**config.mk**
```make
export PLATFORM = sky130hd
export DESIGN_NAME = program_counter_unit
export DESIGN_NICKNAME = d
export VERILOG_FILES = /design/src/rtl/pcu_pkg.sv /design/src/rtl/program_counter_unit_next_pc_select.sv /design/src/rtl/program_counter_unit.sv
export SDC_FILE = /design/constraint.sdc
export NUM_CORES = 1
export LEC_CHECK = 0
export ABC_AREA = 1
export CAP_MARGIN = 20
export CORE_UTILIZATION = 40
export DETAILED_ROUTE_END_ITERATION = 12
export HOLD_SLACK_MARGIN = 0.06
export PLACE_DENSITY = 0.76
export SLEW_MARGIN = 20
export SYNTH_ARGS = -nofsm -noshare
export SYNTH_HDL_FRONTEND = slang
export SYNTH_SLANG_ARGS = --single-unit
```
**constraint.sdc**
```tcl
create_clock -name clk -period 4 [get_ports clk]
set_input_delay 0.8 -clock clk [delete_from_list [all_inputs] [get_ports clk]]
set_output_delay 0.8 -clock clk [all_outputs]
set_load 0.05 [all_outputs]
```
**src/rtl/pcu_pkg.sv**
```systemverilog
// Shared definitions for the program counter unit: state encoding,
// default reset/trap addresses and the datapath width.
package pcu_pkg;

  localparam int unsigned XLEN = 32;

  typedef enum logic [1:0] {
    RUN    = 2'd0,
    SHADOW = 2'd1,
    HALTED = 2'd2
  } pcu_state_e;

  localparam logic [XLEN-1:0] DEFAULT_RESET_PC    = 32'h0000_0000;
  localparam logic [XLEN-1:0] DEFAULT_TRAP_VECTOR = 32'h0000_0100;

endpackage

```
**src/rtl/program_counter_unit_next_pc_select.sv**
```systemverilog
// next_pc_select: combinational next-fetch-address logic. Picks the
// branch/JAL or JALR target, clears the JALR low bit, detects misaligned
// targets and forms PC+4.
// Optional feature macro: MISALIGN_TRAP_EN (misaligned target -> trap vector).
module next_pc_select
  import pcu_pkg::*;
#(
  parameter logic [XLEN-1:0] TRAP_VECTOR = DEFAULT_TRAP_VECTOR
) (
  input  logic [XLEN-1:0] pc,
  input  logic [XLEN-1:0] branch_target,
  input  logic [XLEN-1:0] jump_target,
  input  logic            jump,
  input  logic            is_jalr,
  output logic [XLEN-1:0] pc_plus_4,
  output logic [XLEN-1:0] redirect_target,
  output logic            misaligned
);

  logic            use_jalr;
  logic [XLEN-1:0] sel_target;
  logic [XLEN-1:0] aligned_target;

  // Target mux, JALR bit-0 clear, alignment and misalignment detection
  always_comb begin
    use_jalr       = jump & is_jalr;
    sel_target     = use_jalr ? jump_target : branch_target;
    sel_target     = sel_target & ~{{(XLEN-1){1'b0}}, use_jalr};
    aligned_target = sel_target & ~{{(XLEN-2){1'b0}}, 2'b11};
`ifdef MISALIGN_TRAP_EN
    misaligned     = sel_target[1];
`else
    misaligned     = 1'b0;
`endif
    redirect_target = misaligned ? TRAP_VECTOR : aligned_target;
    pc_plus_4       = pc + 32'd4;
  end

endmodule

```
**src/rtl/program_counter_unit.sv**
```systemverilog
// program_counter_unit: fetch-side PC sequencer. Owns the PC register,
// sequences RUN/SHADOW/HALTED, raises Flush on redirects and counts them.
// Optional feature macro: MISALIGN_TRAP_EN (misaligned redirect traps).
module program_counter_unit
  import pcu_pkg::*;
#(
  parameter logic [XLEN-1:0] RESET_PC    = DEFAULT_RESET_PC,
  parameter logic [XLEN-1:0] TRAP_VECTOR = DEFAULT_TRAP_VECTOR
) (
  input  logic            clk,
  input  logic            rst,
  input  logic            Branch_And,
  input  logic            Jump,
  input  logic [XLEN-1:0] Branch_Target,
  input  logic [XLEN-1:0] Jump_Target,
  input  logic            Is_Jalr,
  input  logic            Stall,
  input  logic            Halt,
  input  logic            Resume,
  output logic [XLEN-1:0] PC,
  output logic [XLEN-1:0] PC_Plus_4,
  output logic            Flush,
  output logic            Halted,
  output logic            Trap,
  output logic [XLEN-1:0] Redirect_Count
);

  pcu_state_e      state_q, state_d;
  logic [XLEN-1:0] pc_q, pc_d;
  logic [XLEN-1:0] cnt_q, cnt_d;

  logic            redirect;
  logic [XLEN-1:0] redirect_target;
  logic [XLEN-1:0] pc_plus_4;
  logic            misaligned;

  next_pc_select #(
    .TRAP_VECTOR(TRAP_VECTOR)
  ) u_next_pc_select (
    .pc              (PC),
    .branch_target   (Branch_Target),
    .jump_target     (Jump_Target),
    .jump            (Jump),
    .is_jalr         (Is_Jalr),
    .pc_plus_4       (pc_plus_4),
    .redirect_target (redirect_target),
    .misaligned      (misaligned)
  );

  // Redirect inputs only matter while running; SHADOW and HALTED ignore them
  always_comb begin
    redirect = (state_q == RUN) & (Branch_And | Jump);
  end

  // State, PC and redirect counter registers with synchronous reset
  always_ff @(posedge clk) begin
    if (rst) begin
      state_q <= RUN;
      pc_q    <= RESET_PC;
      cnt_q   <= '0;
    end else begin
      state_q <= state_d;
      pc_q    <= pc_d;
      cnt_q   <= cnt_d;
    end
  end

  // Next-state logic: redirect beats Stall, Stall beats Halt
  always_comb begin
    state_d = state_q;
    unique case (state_q)
      RUN: begin
        if (redirect)   state_d = SHADOW;
        else if (Stall) state_d = RUN;
        else if (Halt)  state_d = HALTED;
      end
      SHADOW:  state_d = RUN;
      HALTED:  if (Resume) state_d = RUN;
      default: state_d = RUN;
    endcase
  end

  // Next PC and counter, following the same priority as the state logic
  always_comb begin
    pc_d  = pc_q;
    cnt_d = cnt_q;
    unique case (state_q)
      RUN: begin
        if (redirect) begin
          pc_d  = redirect_target;
          cnt_d = cnt_q + 32'd1;
        end else if (!Stall && !Halt) begin
          pc_d  = pc_plus_4;
        end
      end
      SHADOW:  pc_d = pc_plus_4;
      HALTED:  if (Resume) pc_d = pc_plus_4;
      default: pc_d = pc_q;
    endcase
  end

  // Outputs; reset forces the documented quiet values even before the edge
  always_comb begin
    PC             = rst ? RESET_PC : pc_q;
    PC_Plus_4      = pc_plus_4;
    Flush          = ~rst & redirect;
    Trap           = ~rst & redirect & misaligned;
    Halted         = ~rst & (state_q == HALTED);
    Redirect_Count = cnt_q;
  end

endmodule

```
==> flow_metrics.py <==
metrics = {
    "detailed_routing": {
        "drc": 0,
        "vias_per_cell": 5.083,
        "drtAntennaViolNets": 0,
        "wire_per_inst_um": 13.42,
        "drt_iter0_drc": 510,
        "vias": 6211,
        "drt_wl_total_um": 16400,
        "first_pass_iters": 5,
    },
    "worst_setup_path": {
        "cp.arrival_ns": 2.99,
        "path_delay_family": "buffers and inverters",
        "worstPathMaxFanout": 5,
        "crit_required_ns": 3.20,
        "crit_start": "rst",
        "worst_path_max_delay_cell": "clkdlybuf4s50_1",
        "worst-path-buf-inv": 6,
        "reg2reg_depth": 11,
        "slowest_delay_ns": 0.51,
        "rrSetupSlack_ns": 1.79,
        "endpoint_kind": "output port",
        "path_cells": "clkdlybuf4s50_1 -> inv_2 -> nand2_2 -> clkinvlp_4 -> ha_1 -> inv_1 -> nor2_2 -> nand2_2 -> nor2_4 -> xor2_1 -> inv_1 -> buf_4",
        "crit_type": "input pin to output port",
        "crit_end": "PC_Plus_4[10]",
        "r2r_end": "pc_q[31]",
        "start_kind": "input pin",
        "regToRegStartpoint": "state_q[0]",
        "worst-path-stages": 12,
    },
    "synthesis": {
        "yosysMostFrequentCell": "nand2_1",
        "synth_xor_area_share_pct": 2.115,
        "yosysTopAreaCellShare_pct": 26.59,
        "netlist_area_mm2": 0.004970,
        "async_reset_ff_share_pct": 0,
        "synth_edf_count": 0,
        "yosys-top-cells-area": "dfxtp_1 (27%), nand2_1 (23%), nor2_1 (11%)",
        "ys_warn_count": 0,
        "synthAdderAreaFrac_pct": 1.259,
        "synth_top_family_by_area": "simple AND/OR/NAND/NOR gates",
        "yosys.area.top_type": "dfxtp_1",
        "synthTopCellsByCount": "nand2_1 (309), nor2_1 (151), nand3_1 (99), inv_1 (92), dfxtp_1 (66)",
        "synthesis.instances": 898,
        "ys_ff_latch": 66,
        "synth_simple_gate_area_share_pct": 50.13,
        "avgSynthCellArea_um2": 5.534,
        "synth_nets": 975,
        "synth-seq-area-share_pct": 26.59,
        "synth_compound_area_share_pct": 8.686,
        "synthFlopType": "dfxtp_1",
        "yosysUniqueCellTypes": 36,
        "muxShareOfSynthArea_pct": 0.2266,
    },
    "sta": {
        "max_freq_mhz": 263.9,
        "rsz0062_at_grt": "false",
        "finClkSkew_ns": 0.007943,
        "hold_viol": 0,
        "setup_viol": 0,
        "period_needed_ns": 3.789,
        "tns_ns": 0,
        "maxSlewViolCount": 0,
        "slew_headroom_pct": 38.46,
        "period_share_pct": 94.73,
        "tightestPinTransition_ns": 0.9208,
    },
    "cells_and_area": {
        "stdcell_area_mm2": 0.007635,
        "fin_util_pct": 63.30,
        "antenna_cells": 0,
        "drive_gt1_share_pct": 10.72,
        "fillers": 1062,
        "areaGrowthSynthToFinish_pct": 53.63,
        "nNetsFinal": 1127,
    },
    "clock_network": {
        "cts_max_path_buffers": 2,
        "clk_pin_slew_ns": 0.06,
        "cts_buffers": 9,
        "clockRootBuffer": "clkbuf_16",
        "clock_sink_count": 66,
        "clk_latency_ns": 0.33,
        "htreeDepth": 3,
        "hold_buffers": 0,
        "cts_tree": "built",
        "post-cts-setup-buffers": 0,
    },
    "power_and_ir_drop": {
        "p_leak_nw": 3.252,
        "ir_drop_uv": 240.2,
        "powerDensity_mw_per_mm2": 284.8,
    },
    "place": {
        "dpl.hpwl_um": 12790,
        "routabilityCongestion": 0.9238,
        "dpl_cell_area_mm2": 0.007371,
        "numPortBuffers": 165,
    },
    "floorplan": {
        "rows": 40,
        "start_util_pct": 41.20,
        "dieWidth_um": 113.5,
        "io_pins": 171,
        "core_area_mm2": 0.01206,
        "die_y_um": 113.5,
        "die_area_mm2": 0.01287,
    },
    "global_routing": {
        "grt_max_degree": 63,
        "grt_pass1_wl_um": 26830,
        "antenna_found_initial": 0,
        "globalRouteOverflowTotal": 0,
        "grt_pass1_vias": 5597,
        "track_usage_pct": 26.12,
    },
    "worst_hold_path": {
        "hold_path_class": "register to register",
        "whs_path_depth": 2,
    },
    "flow_run": {
        "cap_viol_max_count": 0,
    },
    "outcome": {
        "status": "finished clean",
    },
}
[worst reg2reg max path: cells and delay by family, from the launching register on]
kind          cells  cell delay, ns
fa+ha+maj         1            0.19
simple gates      6            1.02
buf+inv           4            0.59
flops             1            0.36
[sequential cells by signal, indices dropped and copies added, names as in the netlist]
| signal | flops |
|---|---|
| pc_q | 32 |
| state_q | 2 |
| Redirect_Count | 32 |
[per-stage QoR]
step	std cells	hold slack, ns	power (W)	setup WS (ns)
3_5_place_dp	1207	0.4470	0.001469	0.2000
6_report	1222	0.4542	0.002174	0.2108
4_1_cts	1222	0.4562	0.002175	0.1664
3_3_place_gp	1207	0.4430	0.001463	0.2238
2_1_floorplan	898	0.4276	0.001130	0.1611
5_1_grt	1222	0.4697	0.002258	0.03422
[kinds of logic (layout without fill, tap and decap cells)]
| kind of cell | Yosys count | in the layout |
|---|---|---|
| AO/OA/AOI/OAI | 83 | 83 |
| XOR/XNOR | 12 | 12 |
| adder cells (fa/ha/maj) | 5 | 5 |
| buffers and inverters | 131 | 287 |
| flip-flops | 66 | 66 |
| multiplexers | 1 | 1 |
| other | 1 | 1 |
| AND/OR/NAND/NOR | 599 | 599 |
[metal layers]
layer / track usage, % / vias up / wire, um
met5: 0 / - / 0
met1: 34.50 / 2752 / 7006
li1: - / 3127 / -
met3: 3.773 / 32 / 1447
met4: 11.40 / 0 / 455
met2: 42.36 / 300 / 7495
[worst min path at each step]
stage | slack, ns | startpoint | end
floorplan | 0.43 | pc_q[0] | pc_q[0]
global placement | 0.44 | pc_q[0] | pc_q[0]
detailed placement | 0.45 | pc_q[0] | pc_q[0]
CTS | 0.46 | pc_q[0] | pc_q[0]
global route | 0.47 | pc_q[1] | pc_q[1]
finish | 0.45 | pc_q[1] | pc_q[1]
[placed cells by master, fill, tap and decap left out]
cell type / n
clkbuf_16: 9
o21a_1: 2
dfxtp_1: 66
buf_4: 14
mux2_2: 1
nor4_1: 1
ha_1: 5
buf_12: 63
inv_2: 3
nor2_2: 6
clkbuf_1: 1
nand4_1: 8
xor2_2: 1
o211ai_1: 2
nand3b_1: 8
nor2_4: 2
nand3_1: 99
nor2_1: 149
nor3_1: 8
o31ai_1: 1
o21ai_1: 3
inv_1: 91
nand2_1: 308
o21ai_0: 28
o22ai_1: 2
or2_2: 2
and2_1: 1
conb_1: 1
clkinv_2: 2
a31oi_1: 1
nand2_2: 4
a21oi_1: 44
clkdlybuf4s50_1: 99
nor3b_1: 1
nand3_2: 2
xor2_1: 9
clkinv_1: 1
xnor2_1: 2
clkinvlp_4: 4
[power by group]
| part | internal [W] | leakage (nW) | switching (W) |
|---|---|---|---|
| sequential | 0.000698 | 0.538 | 0.0000383 |
| clock | 0.000414 | 0.120 | 0.000301 |
| combinational | 0.000300 | 2.59 | 0.000423 |
| total | 0.00141 | 3.25 | 0.000762 |
[area by class of cell]
class	count	area, um2	area share (%)
Sequential cell	66	1321	17.31
Clock inverter	5	32.53	0.4261
Timing Repair Buffer	176	2357	30.88
Tap cell	168	210.2	2.753
Inverter	96	364.1	4.769
Clock buffer	10	229.0	2.999
Multi-Input combinational cell	701	3120	40.87
[what timing repair did]
action                                  CTS  global route
endpoints found under the hold margin     0             0
gates resized for setup                   0             1
endpoints found under the setup margin    0             3
(Power assumes the default switching activity.)
